--- config.mk ---
export PLATFORM = sky130hd
export DESIGN_NAME = fetch_unit_flat
export DESIGN_NICKNAME = d
export VERILOG_FILES = /design/src/rtl/mips_pkg.sv /design/src/rtl/fetch_unit_if.sv /design/src/rtl/fetch_unit_npc_sel.sv /design/src/rtl/fetch_unit.sv /design/src/flat_wrapper.sv
export SDC_FILE = /design/constraint.sdc
export NUM_CORES = 1
export LEC_CHECK = 0
export CORE_MARGIN = 10
export CORE_UTILIZATION = 48
export CTS_CLUSTER_SIZE = 25
export DETAILED_ROUTE_END_ITERATION = 8
export GPL_ROUTABILITY_DRIVEN = 1
export PLACE_DENSITY = 0.86
export REMOVE_ABC_BUFFERS = 1
export SLEW_MARGIN = 25
export SYNTH_ARGS = -nofsm -noshare
export SYNTH_HDL_FRONTEND = slang
export SYNTH_SLANG_ARGS = --single-unit
--- constraint.sdc ---
create_clock -name clk -period 3.95 [get_ports clk]
set_input_delay 0.5925 -clock clk [delete_from_list [all_inputs] [get_ports clk]]
set_output_delay 0.5925 -clock clk [all_outputs]
set_load 0.01 [all_outputs]
--- src/rtl/mips_pkg.sv ---
// Shared MIPS definitions: opcodes, fetch state encoding and instruction field positions.
package mips_pkg;

   localparam int unsigned XLEN      = 32;
   localparam int unsigned OP_W      = 6;

   localparam logic [OP_W-1:0] OP_RTYPE = 6'b000000;
   localparam logic [OP_W-1:0] OP_ADDI  = 6'b001000;
   localparam logic [OP_W-1:0] OP_ANDI  = 6'b001100;
   localparam logic [OP_W-1:0] OP_BEQ   = 6'b000100;
   localparam logic [OP_W-1:0] OP_JAL   = 6'b000011;
   localparam logic [OP_W-1:0] OP_LW    = 6'b100011;
   localparam logic [OP_W-1:0] OP_SW    = 6'b101011;

   localparam int unsigned OP_MSB     = 31;
   localparam int unsigned OP_LSB     = 26;
   localparam int unsigned TGT_MSB    = 25;
   localparam int unsigned IMM_MSB    = 15;
   localparam int unsigned REGION_MSB = 31;
   localparam int unsigned REGION_LSB = 28;

   typedef enum logic [1:0] {
      ST_IDLE  = 2'd0,
      ST_FETCH = 2'd1,
      ST_EXEC  = 2'd2
   } fetch_state_t;

endpackage

--- src/rtl/fetch_unit_if.sv ---
// Fetch unit bus: instruction memory handshake, control-unit inputs and held-instruction outputs.
interface fetch_unit_if;
   import mips_pkg::*;

   logic            imem_req;
   logic [XLEN-1:0] imem_addr;
   logic            imem_ack;
   logic [XLEN-1:0] imem_rdata;
   logic            stall;
   logic            branch;
   logic            jump;
   logic            zero;
   logic [XLEN-1:0] instr;
   logic [OP_W-1:0] opcode;
   logic            instr_valid;
   logic [XLEN-1:0] pc;
   logic [XLEN-1:0] link_addr;

   modport master (
      output imem_req, imem_addr, instr, opcode, instr_valid, pc, link_addr,
      input  imem_ack, imem_rdata, stall, branch, jump, zero
   );

   modport slave (
      input  imem_req, imem_addr, instr, opcode, instr_valid, pc, link_addr,
      output imem_ack, imem_rdata, stall, branch, jump, zero
   );

endinterface

--- src/rtl/fetch_unit_npc_sel.sv ---
// Next-PC selection: jump target beats taken branch beats sequential.
module npc_sel
   import mips_pkg::*;
(
   input  logic [XLEN-1:0] pc_plus4,
   input  logic [XLEN-1:0] instr,
   input  logic            branch,
   input  logic            jump,
   input  logic            zero,
   output logic [XLEN-1:0] next_pc
);

   logic [XLEN-1:0] br_off;
   logic [XLEN-1:0] jmp_tgt;
   logic            unused_op;

   assign br_off    = {{14{instr[IMM_MSB]}}, instr[IMM_MSB:0], 2'b00};
   assign jmp_tgt   = {pc_plus4[REGION_MSB:REGION_LSB], instr[TGT_MSB:0], 2'b00};
   assign unused_op = ^instr[OP_MSB:OP_LSB];

   always_comb begin
      next_pc = pc_plus4;
      if (jump) begin
         next_pc = jmp_tgt;
      end else if (branch && zero) begin
         next_pc = pc_plus4 + br_off;
      end
   end

endmodule

--- src/rtl/fetch_unit.sv ---
// Instruction fetch stage: owns the PC, fetches over req/ack and holds the word while it executes.
module fetch_unit
   import mips_pkg::*;
#(
   parameter logic [31:0] RESET_PC = 32'h0000_0000
)(
   input  logic         clk,
   input  logic         rst,
   fetch_unit_if.master bus
);

   localparam logic [XLEN-1:0] PC_INIT = RESET_PC & ~32'd3;

   fetch_state_t    state;
   logic [XLEN-1:0] pc_q;
   logic [XLEN-1:0] instr_q;
   logic            req_q;
   logic            valid_q;
   logic [XLEN-1:0] pc_plus4;
   logic [XLEN-1:0] next_pc;

   assign pc_plus4 = pc_q + 32'd4;

   npc_sel u_npc_sel (
      .pc_plus4 (pc_plus4),
      .instr    (instr_q),
      .branch   (bus.branch),
      .jump     (bus.jump),
      .zero     (bus.zero),
      .next_pc  (next_pc)
   );

   // Sequencer: request and output flags are registered alongside the state.
   always_ff @(posedge clk or posedge rst) begin
      if (rst) begin
         state   <= ST_IDLE;
         pc_q    <= PC_INIT;
         instr_q <= '0;
         req_q   <= 1'b0;
         valid_q <= 1'b0;
      end else begin
         case (state)
            ST_IDLE: begin
               state <= ST_FETCH;
               req_q <= 1'b1;
            end
            ST_FETCH: begin
               if (bus.imem_ack) begin
                  instr_q <= bus.imem_rdata;
                  state   <= ST_EXEC;
                  req_q   <= 1'b0;
                  valid_q <= 1'b1;
               end
            end
            ST_EXEC: begin
               if (!bus.stall) begin
                  pc_q    <= {next_pc[XLEN-1:2], 2'b00};
                  state   <= ST_FETCH;
                  req_q   <= 1'b1;
                  valid_q <= 1'b0;
               end
            end
            default: begin
               state   <= ST_IDLE;
               req_q   <= 1'b0;
               valid_q <= 1'b0;
            end
         endcase
      end
   end

   assign bus.imem_req    = req_q;
   assign bus.imem_addr   = {pc_q[XLEN-1:2], 2'b00};
   assign bus.instr       = instr_q;
   assign bus.opcode      = instr_q[OP_MSB:OP_LSB];
   assign bus.instr_valid = valid_q;
   assign bus.pc          = pc_q;
   assign bus.link_addr   = pc_plus4;

endmodule

--- src/flat_wrapper.sv ---
// flat-port wrapper written by rule: the top's interface ports become plain ports
module fetch_unit_flat import mips_pkg::*;
#(
   parameter logic [31:0] RESET_PC = 32'h0000_0000
)
  (clk, rst, bus_imem_req, bus_imem_addr, bus_instr, bus_opcode, bus_instr_valid, bus_pc, bus_link_addr, bus_imem_ack, bus_imem_rdata, bus_stall, bus_branch, bus_jump, bus_zero);
  fetch_unit_if bus_i ();
  input  logic clk;
  input  logic rst;
  output wire logic [$bits(bus_i.imem_req)-1:0] bus_imem_req;
  output wire logic [$bits(bus_i.imem_addr)-1:0] bus_imem_addr;
  output wire logic [$bits(bus_i.instr)-1:0] bus_instr;
  output wire logic [$bits(bus_i.opcode)-1:0] bus_opcode;
  output wire logic [$bits(bus_i.instr_valid)-1:0] bus_instr_valid;
  output wire logic [$bits(bus_i.pc)-1:0] bus_pc;
  output wire logic [$bits(bus_i.link_addr)-1:0] bus_link_addr;
  input wire logic [$bits(bus_i.imem_ack)-1:0] bus_imem_ack;
  input wire logic [$bits(bus_i.imem_rdata)-1:0] bus_imem_rdata;
  input wire logic [$bits(bus_i.stall)-1:0] bus_stall;
  input wire logic [$bits(bus_i.branch)-1:0] bus_branch;
  input wire logic [$bits(bus_i.jump)-1:0] bus_jump;
  input wire logic [$bits(bus_i.zero)-1:0] bus_zero;
  assign bus_imem_req = bus_i.imem_req;
  assign bus_imem_addr = bus_i.imem_addr;
  assign bus_instr = bus_i.instr;
  assign bus_opcode = bus_i.opcode;
  assign bus_instr_valid = bus_i.instr_valid;
  assign bus_pc = bus_i.pc;
  assign bus_link_addr = bus_i.link_addr;
  assign bus_i.imem_ack = bus_imem_ack;
  assign bus_i.imem_rdata = bus_imem_rdata;
  assign bus_i.stall = bus_stall;
  assign bus_i.branch = bus_branch;
  assign bus_i.jump = bus_jump;
  assign bus_i.zero = bus_zero;
  fetch_unit #(.RESET_PC(RESET_PC)) u_core (.clk(clk), .rst(rst), .bus(bus_i));
endmodule
# Word level (Yosys, flattened, before mapping)
# Index checks and enable logic that the tools add are counted.
[word_totals]
reg_bits = 66
memories = 0
in_bits = 39
romBits = 0
latchBits = 0
ram_bits = 0
[classes]
n_lt_le_gt_ge = 0
div = 0
muxes = 11
multipliers = 0
n_addsub = 2
n_eq_ne = 4
n_shift = 0
n_reduce_logical = 6
bitwise_logic = 2
[op_table]
columns = ["cell", "count"]
rows = [
  ["32-bit two-way mux", 2],
  ["32-bit by 3-bit adder with 32-bit output (second input constant)", 1],
  ["32-bit adder", 1],
  ["1-bit one-hot mux with 3 select lines", 2],
  ["2-bit one-hot mux with 3 select lines", 1],
  ["2-bit AND reduction", 3],
  ["1-bit two-way mux", 4],
  ["2-bit two-way mux", 2],
  ["2-bit inequality test (second input constant)", 2],
  ["3-bit AND reduction", 1],
  ["2-bit by 1-bit equality test with 1-bit output (second input constant)", 1],
  ["2-bit equality test (second input constant)", 1],
  ["2-bit logical NOT", 1],
  ["1-bit NOT", 2],
  ["1-bit logical AND", 1],
]

# Logic depth before layout (Yosys ltp)
[depth]
ltp_word = 4
mapped_depth = 16
mapped_depth_nobuf = 15

# Modules after synthesis
# From an unflattened synthesis, not the netlist that was laid out.
[unflattened]
hier_cells = 608
hier_area_um2 = 5599.1
[modules_own_cells]
columns = ["mod", "area_each_um2", "cells_each", "instances"]
rows = [
  ["fetch_unit", 3358.2, 281, 1],
  ["npc_sel", 2240.9, 327, 1],
]

# Worst setup path before layout
# No wires, ideal clock.
[synth_timing]
kind = "register to register"
start = "register u_core.pc_q[8] (netlist: u_core.bus.pc[8])"
end = "register u_core.pc_q[31] (netlist: u_core.bus.pc[31])"
slack_ps = 60
arrival_time_ps = 3798
stages_incl_launch_ff = 16
setup_time_ps = 92
required_time_ps = 3858
period_less_slack_ps = 3890
path_cell_list = "dfrtp_1 and4_1 nand3_1 nor4_1 nand3_1 xnor2_1 ha_1 clkbuf_1 a21o_1 a21o_1 a21o_1 nand3_1 o21ai_0 or4_4 and4_4 o31ai_2"
[synth_between]
elab_chain_len = 4
[synth_rtl]
columns = ["item", "line_no", "rtl"]
rows = [
  ["start: declaration", "fetch_unit.sv:15", "logic [XLEN-1:0] pc_q;"],
  ["start signal: assignment", "fetch_unit.sv:57", "pc_q <= {next_pc[XLEN-1:2], 2'b00};"],
  ["32-bit by 3-bit adder with 32-bit output", "fetch_unit.sv:22", "assign pc_plus4 = pc_q + 32'd4;"],
  ["via bus_link_addr[24]", "flat_wrapper.sv:16", "output wire logic [$bits(bus_i.link_addr)-1:0] bus_link_addr;"],
  ["32-bit adder", "fetch_unit_npc_sel.sv:26", "next_pc = pc_plus4 + br_off;"],
  ["32-bit two-way mux", "fetch_unit_npc_sel.sv:25", "end else if (branch && zero) begin"],
  ["32-bit two-way mux", "fetch_unit_npc_sel.sv:23", "if (jump) begin"],
]
# The timed path passes the listed nets, and every way through them passes these cells.
# A chain may end at the register's enable or synchronous reset.

# Worst setup path in the final report
[layout_timing]
start = "register u_core.pc_q[6] (netlist: u_core.bus.pc[6])"
end = "register u_core.pc_q[31] (netlist: u_core.bus.pc[31])"
[layout_between]
elab_chain_len = 4
[layout_rtl]
columns = ["item", "line_no"]
rows = [
  ["32-bit by 3-bit adder with 32-bit output (*)", "fetch_unit.sv:22"],
  ["32-bit adder", "fetch_unit_npc_sel.sv:26"],
  ["32-bit two-way mux", "fetch_unit_npc_sel.sv:25"],
  ["32-bit two-way mux (*)", "fetch_unit_npc_sel.sv:23"],
]
# Mark *: on every way between the ends. The rest lies on a longest branch, timed or not.

==> qor.yml <==
yosys:
  avgSynthCellArea_um2: 8.62
  yosysWarningCount: 0
  synth-seq-cells: 65
  ys_types: 67
  synth_flop_cell: "dfrtp_1"
  synth_edf_count: 0
  synthCells: 642
  synth.cell_area_um2: 5530
  synth-seq-area-share_pct: 29.4
  async_reset_ff_share_pct: 100
cells_and_area:
  drive_above_1_share_pct: 13.9
  diodes: 0
  nFillCells: 905
  final_cell_mix: "clkdlybuf4s50_1, nand2_1, dfrtp_1"
  layout_commonest_cell: "clkdlybuf4s50_1"
  syn_to_final_growth_pct: 38.4
  finalNetCount: 876
placement:
  finalWeightedCongestion: 1.06
  pre_cts_slack_ns: 0.0990
  io_buffers: 168
  dp_hpwl_um: 16200
floorplanning:
  dieHeight_um: 127
  coreArea_um2: 11400
  die_area_um2: 16200
  start_util_pct: 48.7
  num_io_pins: 175
  rows: 39
  fp.dieW_um: 127
clocking:
  cts_num_sinks: 65
  postCtsHoldBufs: 0
  max-clock-path-buffers: 2
  numCtsBuffers: 9
  clk_pin_slew_ns: 0.06
  root_buffer: "clkbuf_16"
  cts_tree: "built"
  clkLatencyLatePin_ns: 0.34
  h-tree-depth: 3
sta:
  final.setup_skew_ns: 0.00460
  setup_viol: 0
  relSlewSlack_pct: 37.9
  fmax_mhz: 261
  hold_violations: 0
  setup_slack_ns: 0.113
  finalCriticalPeriod_ns: 3.84
  rsz0062_at_grt: "false"
  fin_crit_sh_pct: 97.1
  finalMaxSlewViolations: 0
  max_slew.worst_pin.slew_ns: 0.929
  tns_ns: 0
critical_path:
  cp.required_ns: 4.20
  crit_fanout: 7
  end_kind: "register"
  criticalPathCategory: "reg2reg"
  cp.arrival_ns: 4.08
  startpoint_type: "register"
run:
  cap_violations: 0
global_route:
  grt_pass1_wl_um: 32100
  grt-ovfl-total: 0
  gr-usage-all-layers_pct: 24.6
  grt_pass1_vias: 5686
  antenna_found_initial: 0
  grt_max_degree: 43
pwr:
  power.density_nw_per_um2: 1090
  ir_drop_uv: 630
  power_leakage_nw: 3.22
routing:
  drc: 0
  ant_nets: 0
  drtPass1Iterations: 8
  via_per_inst: 6.11
  routed_wl_um: 20800
  vias: 5796
  drt-initial-drc-count: 625
  wl_per_cell_um: 21.9
hold_path:
  hp-class: "reg2reg"
status:
  outcome: "finished clean"
==> Yosys cell counts (7+ instances only) <==
master | number | area, µm²
a211oi_1 | 8 | 60.1
a21o_1 | 17 | 128
a21oi_1 | 56 | 280
a31oi_1 | 9 | 56.3
and2_1 | 8 | 50.1
and3_1 | 11 | 68.8
buf_4 | 42 | 315
clkbuf_1 | 22 | 82.6
dfrtp_1 | 65 | 1630
ha_1 | 36 | 450
inv_1 | 13 | 48.8
mux2_2 | 33 | 372
nand2_1 | 66 | 248
nand3_1 | 24 | 120
nand4_1 | 12 | 75.1
nor2_1 | 26 | 97.6
nor3_1 | 10 | 50.1
o21ai_0 | 35 | 175
o21ai_1 | 10 | 50.1
o22ai_1 | 8 | 50.1
or3_1 | 7 | 43.8
xnor2_1 | 32 | 280
xor2_1 | 14 | 123
==> critical path: stages, from the launching register on <==
cell	delay, ns
dfrtp_2	0.41
and4_2	0.30
and3_1	0.26
buf_4	0.16
nand3_1	0.10
or4_1	0.58
xnor2_1	0.26
ha_1	0.34
and3_1	0.25
nand3_1	0.11
a211oi_2	0.06
or4_4	0.49
and4_4	0.21
o31ai_2	0.21
==> through the flow <==
| step | hold WS [ns] | cells | instance area (µm²) | total power [W] | util (%) |
|---|---|---|---|---|---|
| after floorplan | 0.498 | 581 | 5140 | 0.00463 | - |
| after global placement | 0.512 | 929 | 7280 | 0.00711 | 64.0 |
| after detailed placement | 0.518 | 929 | 7280 | 0.00725 | 64.0 |
| after CTS | 0.531 | 945 | 7600 | 0.00819 | 66.9 |
| after global routing | 0.563 | 948 | 7660 | 0.00881 | 67.3 |
| final | 0.528 | 948 | 7660 | 0.00831 | 67.3 |
==> area by class of cell <==
cell class	instances	area [µm²]	share of cell area (%)
multi-input combinational	503	3500	45.7
clock inverter	5	78.8	1.03
sequential	65	1630	21.3
clock buffer	11	243	3.17
inverter	13	48.8	0.637
tap	143	179	2.34
timing repair buffer	208	1980	25.9
==> routing by layer <==
| metal | global-route usage (%) | up-vias | part of all wire [%] |
|---|---|---|---|
| met5 | 0 | - | 0 |
| met4 | 9.11 | 0 | 3.1 |
| met3 | 5.42 | 53 | 9.6 |
| met2 | 40.8 | 335 | 49 |
| met1 | 30.5 | 2775 | 39 |
| li1 | - | 2633 | - |
==> what timing repair did <==
action                     in CTS  in global routing
setup buffers                   0                  3
resized for setup               0                  8
setup endpoints to repair       0                  8
==> state kept, by name (all words and copies together) (netlist names) <==
signal / count
u_core.bus.instr: 32
u_core.state: 2
u_core.bus.instr_valid: 1
u_core.bus.pc: 30
==> logic make-up after synthesis <==
kind of cell	Yosys count	share of synthesized area, %
DFF	65	29.4
muxes	35	7.08
other	1	0.0678
AOI/OAI and AO/OA	193	22.5
adders and majority gates	37	8.50
xor gates and xnor gates	46	7.28
and+or+nand+nor	186	16.8
buffers and inverters	79	8.37
==> report_power, final <==
part / total [W] / switching [W] / internal [W]
logic: 0.00596 / 0.00311 / 0.00286
clock network: 0.000874 / 0.000305 / 0.000569
registers: 0.00147 / 0.000477 / 0.000994
==> worst paths after layout <==
path,to,slack [ns],from,cells past startpoint
min in group asynchronous,u_core.bus.instr[23]$_DFFE_PP0P_,0.78,rst,2
max in group asynchronous,u_core.bus.pc[6]$_DFFE_PP0P_,2.26,rst,3
setup reg to reg,u_core.bus.pc[31]$_DFFE_PP0P_,0.11,u_core.bus.pc[6]$_DFFE_PP0P_,13
hold / removal,u_core.bus.instr[18]$_DFFE_PP0P_,0.53,u_core.bus.instr[18]$_DFFE_PP0P_,1
setup / recovery,u_core.bus.pc[31]$_DFFE_PP0P_,0.11,u_core.bus.pc[6]$_DFFE_PP0P_,13
hold reg to reg,u_core.bus.instr[18]$_DFFE_PP0P_,0.53,u_core.bus.instr[18]$_DFFE_PP0P_,1
(Power assumes the default switching activity.)
